===== config.mk =====
export PLATFORM = sky130hd
export DESIGN_NAME = spi_cfg_master
export DESIGN_NICKNAME = d
export VERILOG_FILES = /design/src/rtl/spi_cfg_master.sv
export SDC_FILE = /design/constraint.sdc
export NUM_CORES = 1
export LEC_CHECK = 0
export CORE_ASPECT_RATIO = 0.8
export CORE_MARGIN = 8
export CORE_UTILIZATION = 60
export CTS_CLUSTER_SIZE = 40
export DETAILED_ROUTE_END_ITERATION = 10
export DONT_BUFFER_PORTS = 1
export GPL_TIMING_DRIVEN = 0
export PLACE_DENSITY = 0.83
export SYNTH_ARGS = -nofsm -noshare
export SYNTH_HDL_FRONTEND = slang
export SYNTH_SLANG_ARGS = --single-unit

===== constraint.sdc =====
create_clock -name iclk -period 2.3 [get_ports iclk]
set_input_delay 0.115 -clock iclk [delete_from_list [all_inputs] [get_ports iclk]]
set_output_delay 0.115 -clock iclk [all_outputs]
set_load 0.005 [all_outputs]

===== src/rtl/spi_cfg_master.sv =====
// spi_cfg_master: 16-bit SPI configuration master ({rw, addr[6:0], data[7:0]}, MSB first).
// sclk idles low; mosi changes on the sclk falling edge; miso is sampled as sclk rises.
// Optional macro SPI_CFG_MASTER_VERIFY_EN: each write is followed by an automatic
// readback frame, and rsp_err flags a readback that differs from the written data.
module spi_cfg_master #(
  parameter int unsigned CLK_DIV = 4,
  parameter int unsigned GAP_CYC = 4
) (
  input  logic       iclk,
  input  logic       rstn,
  input  logic       cmd_valid,
  output logic       cmd_ready,
  input  logic       cmd_rw,
  input  logic [6:0] cmd_addr,
  input  logic [7:0] cmd_wdata,
  output logic       rsp_valid,
  output logic [7:0] rsp_rdata,
  output logic       rsp_err,
  output logic       busy,
  output logic       sclk,
  output logic       mosi,
  input  logic       miso
);

  localparam logic [7:0] HC_LAST  = 8'(CLK_DIV - 1);
  localparam logic [7:0] GAP_LAST = 8'(GAP_CYC - 1);

  typedef enum logic [2:0] {
    IDLE,
    SHIFT,
    GAP,
`ifdef SPI_CFG_MASTER_VERIFY_EN
    VERIFY,
`endif
    RESP
  } state_t;

  state_t      state, nstate;
  logic [15:0] frame;
  logic [7:0]  hc;
  logic        phase;
  logic [4:0]  bitcnt;
  logic [7:0]  gc;
  logic [7:0]  rxsh;
  logic [7:0]  rdata_r;
  logic        sclk_r, mosi_r;
  logic        shifting, hc_wrap, frame_end, gap_end;

`ifdef SPI_CFG_MASTER_VERIFY_EN
  logic       rw_l;
  logic       vphase;
  logic       err_r;
  logic [6:0] addr_l;
  logic [7:0] wdata_l;
  assign shifting = (state == SHIFT) || (state == VERIFY);
  assign rsp_err  = err_r;
`else
  assign shifting = (state == SHIFT);
  assign rsp_err  = 1'b0;
`endif

  assign hc_wrap   = (hc == HC_LAST);
  assign frame_end = shifting && phase && hc_wrap && (bitcnt == 5'd15);
  assign gap_end   = (state == GAP) && (gc == GAP_LAST);

  assign sclk      = sclk_r;
  assign mosi      = mosi_r;
  assign rsp_rdata = rdata_r;

  // State register
  always_ff @(posedge iclk) begin
    if (!rstn) state <= IDLE;
    else       state <= nstate;
  end

  // Next-state decode and handshake outputs
  always_comb begin
    nstate    = state;
    cmd_ready = 1'b0;
    rsp_valid = 1'b0;
    busy      = 1'b1;
    case (state)
      IDLE: begin
        cmd_ready = 1'b1;
        busy      = 1'b0;
        if (cmd_valid) nstate = SHIFT;
      end
      SHIFT: if (frame_end) nstate = GAP;
`ifdef SPI_CFG_MASTER_VERIFY_EN
      VERIFY: if (frame_end) nstate = GAP;
      GAP: if (gap_end) nstate = rw_l ? RESP : VERIFY;
`else
      GAP: if (gap_end) nstate = RESP;
`endif
      RESP: begin
        rsp_valid = 1'b1;
        nstate    = IDLE;
      end
      default: nstate = IDLE;
    endcase
  end

  // Serial datapath: frame shifter, sclk/mosi generation, miso capture, response registers
  always_ff @(posedge iclk) begin
    if (!rstn) begin
      frame   <= '0;
      hc      <= '0;
      phase   <= 1'b0;
      bitcnt  <= '0;
      gc      <= '0;
      rxsh    <= '0;
      rdata_r <= '0;
      sclk_r  <= 1'b0;
      mosi_r  <= 1'b0;
`ifdef SPI_CFG_MASTER_VERIFY_EN
      rw_l    <= 1'b0;
      vphase  <= 1'b0;
      err_r   <= 1'b0;
      addr_l  <= '0;
      wdata_l <= '0;
`endif
    end else if (state == IDLE) begin
      if (cmd_valid) begin
        frame  <= {cmd_rw, cmd_addr, cmd_rw ? 8'h00 : cmd_wdata};
        mosi_r <= cmd_rw;
        sclk_r <= 1'b0;
        hc     <= '0;
        phase  <= 1'b0;
        bitcnt <= '0;
        gc     <= '0;
`ifdef SPI_CFG_MASTER_VERIFY_EN
        rw_l    <= cmd_rw;
        vphase  <= 1'b0;
        addr_l  <= cmd_addr;
        wdata_l <= cmd_wdata;
`endif
      end
    end else if (shifting) begin
      if (hc_wrap) begin
        hc <= '0;
        if (!phase) begin
          sclk_r <= 1'b1;
          phase  <= 1'b1;
          if (bitcnt[3]) rxsh <= {rxsh[6:0], miso};
        end else begin
          sclk_r <= 1'b0;
          phase  <= 1'b0;
          bitcnt <= bitcnt + 5'd1;
          if (bitcnt == 5'd15) begin
            mosi_r <= 1'b0;
            gc     <= '0;
          end else begin
            frame  <= {frame[14:0], 1'b0};
            mosi_r <= frame[14];
          end
        end
      end else begin
        hc <= hc + 8'd1;
      end
    end else if (state == GAP) begin
      if (!gap_end) begin
        gc <= gc + 8'd1;
`ifdef SPI_CFG_MASTER_VERIFY_EN
      end else if (!rw_l) begin
        // Readback frame starts straight from the gap so it lines up with a normal frame start.
        frame  <= {1'b1, addr_l, 8'h00};
        mosi_r <= 1'b1;
        hc     <= '0;
        phase  <= 1'b0;
        bitcnt <= '0;
        rw_l   <= 1'b1;
        vphase <= 1'b1;
      end else begin
        rdata_r <= rxsh;
        err_r   <= vphase && (rxsh != wdata_l);
      end
`else
      end else begin
        rdata_r <= rxsh;
      end
`endif
    end
  end

endmodule


======== After elaboration in Yosys (flattened, before gate mapping) ========
Cells that the tools add are included.
operators by class
  multiplexer cells ....................... 41
  reduce and logical (&&, ||, !) cells .... 17
  $add $sub $neg .......................... 3
  bitwise gates (word level) .............. 3
  eq/ne operators ......................... 14
operators by type and width
  kind                   number
  $mux W8                12
  $mux W15               6
  $mux W5                5
  $add A8 B1 Y8 const B  2
  $eq A8 B2 Y1 const B   2
  $mux W1                14
  $reduce_and A5 Y1      2
  $mux W3                3
  $pmux W3 S3            1
  $reduce_and A4 Y1      2
  $eq A3 B2 Y1 const B   2
  $ne A2 B2 Y1 const B   3
  $ne A3 B1 Y1 const B   2
  $ne A3 B2 Y1 const B   2
  $reduce_and A3 Y1      2
  $reduce_and A6 Y1      1
  $reduce_bool A2 Y1     3
  $add A5 B1 Y5 const B  1
  $eq A5 B4 Y1 const B   1
  $logic_and A1 B1 Y1    4
  $eq A3 B1 Y1 const B   1
  $logic_not A3 Y1       1
  $not A1 Y1             3
  $reduce_bool A3 Y1     1
  other kinds (2)        2
word-level totals
  logic and storage cells ................. 87
  output and inout bits ................... 14
  bits in registers ....................... 57
  input bits .............................. 20

======== Depth between registers and ports, before layout ========
  depth in word-level cells ............... 6
  mapped depth ............................ 9
  depth with buffers taken out ............ 8

======== Worst setup path before layout ========
Ideal clock, no wire load.
  path type ............................... flip-flop to flip-flop
  start point ............................. register bitcnt[0]
  end point ............................... register gc[6]
  data required time ...................... 2240 ps
  period minus slack after synthesis ...... 1838 ps
  library setup time ...................... 60 ps
  data arrival time ....................... 1778 ps
  path buffers ............................ 0
  slack ................................... 462 ps
  cell stages (with the launch flop) ...... 9
  cells stage by stage .................... dfxtp_1 > ha_1 > and3_1 > ha_1 > inv_1 > a21oi_1 > nand4_2 > or4_1 > nand2_1
between the ends
  longest elaborated chain between the ends .. 3
RTL lines
  item                         line  source
  start, declared              42    logic [4:0] bitcnt;
  start signal, assigned       148   bitcnt <= bitcnt + 5'd1;
  $eq A5 B4 Y1                 149   if (bitcnt == 5'd15) begin
  $ne A3 B1 Y1 (no line)       n/a
  $reduce_and A6 Y1 (no line)  n/a
  end signal, assigned         162   gc <= gc + 8'd1;
  end, declared                43    logic [7:0] gc;
No other way between the ends.
A chain may end at the register's enable or synchronous reset.

======== Worst setup path after layout ========
Same ends and word-level chain as after synthesis.

==> results_dict.tcl <==
set metrics [dict create \
    hp-start "rstn" \
    dp_hpwl_mm 4.433 \
    tns_ns 0 \
    grt_usage_pct 17.76 \
    avgSynthCellArea_um2 9.327 \
    setup.worst_path.end_class "flip-flop" \
    ys_ff_latch 56 \
    multiInputGateArea_um2 1531 \
    clk_pin_slew_ns 0.10 \
    yosysWarnings 0 \
    yosys-top-cells-area "dfxtp_1, mux2i_1, o211a_1" \
    avgViaCountPerCell 5.833 \
    r2r-start "bitcnt[0]" \
    cts_num_sinks 56 \
    overflow 0 \
    critPathLaunchType "flip-flop" \
    rows 22 \
    critPathBufInv 1 \
    power_density_nw_per_um2 963.7 \
    cpMaxStageDelayCell "or4_1" \
    nFillCells 375 \
    crit_arrival_ns 2.35 \
    skew_ns 0.003308 \
    relSlewSlack_pct 61.61 \
    h-tree-depth 2 \
    drive_gt1_share_pct 9.180 \
    core_um2 4487 \
    cts_buffers 5 \
    grt_max_degree 18 \
    r2r_cells 8 \
    cts_buffer_depth 2 \
    cts_root_buf "clkbuf_8" \
    ant_nets 0 \
    netlist.area_leader.share_pct 40.75 \
    final_nets 333 \
    ios 34 \
    fmax_ghz 0.4767 \
    worst_slack_ns 0.2024 \
    crit_top_cell "ha_1" \
    hold_path_class "input port to flip-flop" \
    ys_seq_area_share_pct 40.75 \
    ir_worst_vdd_uv 727.9 \
    synth_area_um2 2751 \
    placed_cells 355 \
    grt_pass1_wl_mm 10.41 \
    start_util_pct 61.32 \
    period_share_pct 91.20 \
    setup_viol_count_final 0 \
    via_count 2129 \
    cpLargestDelayFamily "simple AND/OR/NAND/NOR gates" \
    routed_wl_mm 6.013 \
    path_cells "ha_1 -> and3_1 -> ha_1 -> inv_1 -> a21oi_2 -> nand4_2 -> or4_1 -> nand2_1" \
    diodes 0 \
    async_reset_ff_share_pct 0 \
    antenna_found_initial 0 \
    syn2layout_area_growth_pct 7.367 \
    grt_pass1_vias 2128 \
    status "finished, final reports clean" \
    instances_no_fill 365 \
    wl_per_cell_um 16.47 \
    crit_path_start "bitcnt[0]" \
    rsz0062_at_grt "false" \
    hold_violations 0 \
    cap_violations 0 \
    min_path_cells 2 \
    regArea_um2 1121 \
    path_depth 8 \
    crit_required_ns 2.55 \
    synth_nets 324 \
    die_w_um 91.71 \
    drc 0 \
    die_h_um 76.57 \
    cts_tree "built" \
    critPathKind "flip-flop to flip-flop" \
    dr.pass1.iters 4 \
    p_leak_nw 1.331 \
    postCtsSetupRepairBufs 0 \
    finalCriticalPeriod_ns 2.098 \
    crit_path_max_fanout 6 \
    drt-initial-drc-count 159 \
    gp_congestion 0.8342 \
    worstSkewPairLatency_ns 0.30 \
    cp_slowest_stage_delay_ns 0.56 \
    yosysTopAreaCell "dfxtp_1" \
    final_max_slew_viol_count 0 \
    synth_ff_type "dfxtp_1" \
    worst_pin_slew_ns 0.5759 \
    syn_inst 295 \
    die_area_um2 7022 \
    pre_cts_ws_ns 0.09459 \
    synth_cell_types 42 \
    synth_edf_count 0 \
    port_buffers 0 \
]
-- stage by stage --
| stage | total power [mW] | hold WS [ns] | instance area [um2] | utilization, % |
|---|---|---|---|---|
| detailed placement | 2.279 | 0.2952 | 2826 | 63.00 |
| CTS | 2.848 | 0.03639 | 2944 | 65.62 |
| finish | 2.847 | 0.04163 | 2954 | 65.84 |
| floorplan | 2.042 | 0.2812 | 2751 | - |
| global placement | 2.236 | 0.2924 | 2826 | 63.00 |
| global route | 3.045 | 0.05179 | 2954 | 65.84 |
-- what timing repair did --
| action | 4_1_cts | 5_1_grt |
|---|---|---|
| endpoints found under the setup margin | 0 | 10 |
| resized for setup | 0 | 3 |
| hold buffers | 2 | 0 |
| endpoints found under the hold margin | 2 | 0 |
-- power by group --
group	total (mW)	switching, mW	internal (mW)
Sequential	1.22	0.0987	1.12
Clock	0.557	0.313	0.244
Combinational	1.07	0.653	0.416
Total	2.85	1.06	1.78
-- logic make-up (layout without fill, tap and decap cells) --
kind of cell,count (synthesis),count (layout),share of synthesized area (%)
and+or+nand+nor,123,123,24.78
other,1,1,0.1363
buffers and inverters,21,31,3.956
DFF,56,56,40.75
xor gates and xnor gates,6,6,1.910
adders and majority gates,9,9,4.093
AOI/OAI and AO/OA,55,55,15.64
muxes,24,24,8.731
-- path summary, 6_finish.rpt --
path	slack, ns	to
setup / recovery	0.20	gc[6]
hold / removal	0.04	gc[2]
setup reg to reg	0.20	gc[6]
hold reg to reg	0.48	frame[0]
-- Yosys cell counts, types with 2 or more instances --
cell type  count
nand4_1        3
buf_6          2
clkbuf_1       7
nor2b_1       19
nor2_1        20
nor4b_4        3
nor3b_1        3
o211a_1       16
nand2b_1       5
and3_1         4
or3_1          3
a22oi_1        7
xnor2_1        4
ha_1           9
a21oi_1        6
buf_4          3
a21boi_0       4
buf_2          3
o21ai_0       11
nand2_1       36
mux2i_1       24
o211ai_1       6
nor3_1         4
dfxtp_1       56
inv_1          6
nand3_1       13
xor2_1         2
nand3b_1       2
-- state kept, by name, summed over array words and instances (netlist names) --
signal     flops
gc             8
state          2
bitcnt         5
sclk           1
mosi           1
hc             8
rsp_rdata      8
frame         15
rxsh           8
-- final cells by class --
cell class                 count  share of cell area, %
multi-input combinational    218                  51.84
clock buffer                   6                  2.795
clock inverter                 2                 0.5083
buffer                        15                  2.922
inverter                       6                 0.7624
timing repair buffer           2                 0.6777
tap                           60                  2.541
sequential                    56                  37.95
-- worst register-to-register path, stage by stage (launching register included) --
cell	delay, ns
dfxtp_1	0.41
ha_1	0.18
and3_1	0.16
ha_1	0.16
inv_1	0.09
a21oi_2	0.21
nand4_2	0.21
or4_1	0.56
nand2_1	0.07
-- metal layers --
metal,part of all wire (%),up-vias,GRT usage [%]
li1,-,1059,-
met1,45,994,22.00
met2,47,65,28.38
met3,6.6,11,5.217
met4,1.7,0,6.581
met5,0,-,0
-- placed cells by master (no fill, tap or decap), types with 6 or more instances in the layout --
master	count
dfxtp_1	56
nand2_1	36
mux2i_1	23
nor2_1	20
nor2b_1	19
o211a_1	16
nand3_1	13
o21ai_0	11
ha_1	8
clkbuf_1	7
a22oi_1	7
inv_1	6
o211ai_1	6
clkbuf_8	6
No activity file was read; power rests on OpenSTA's default activity.
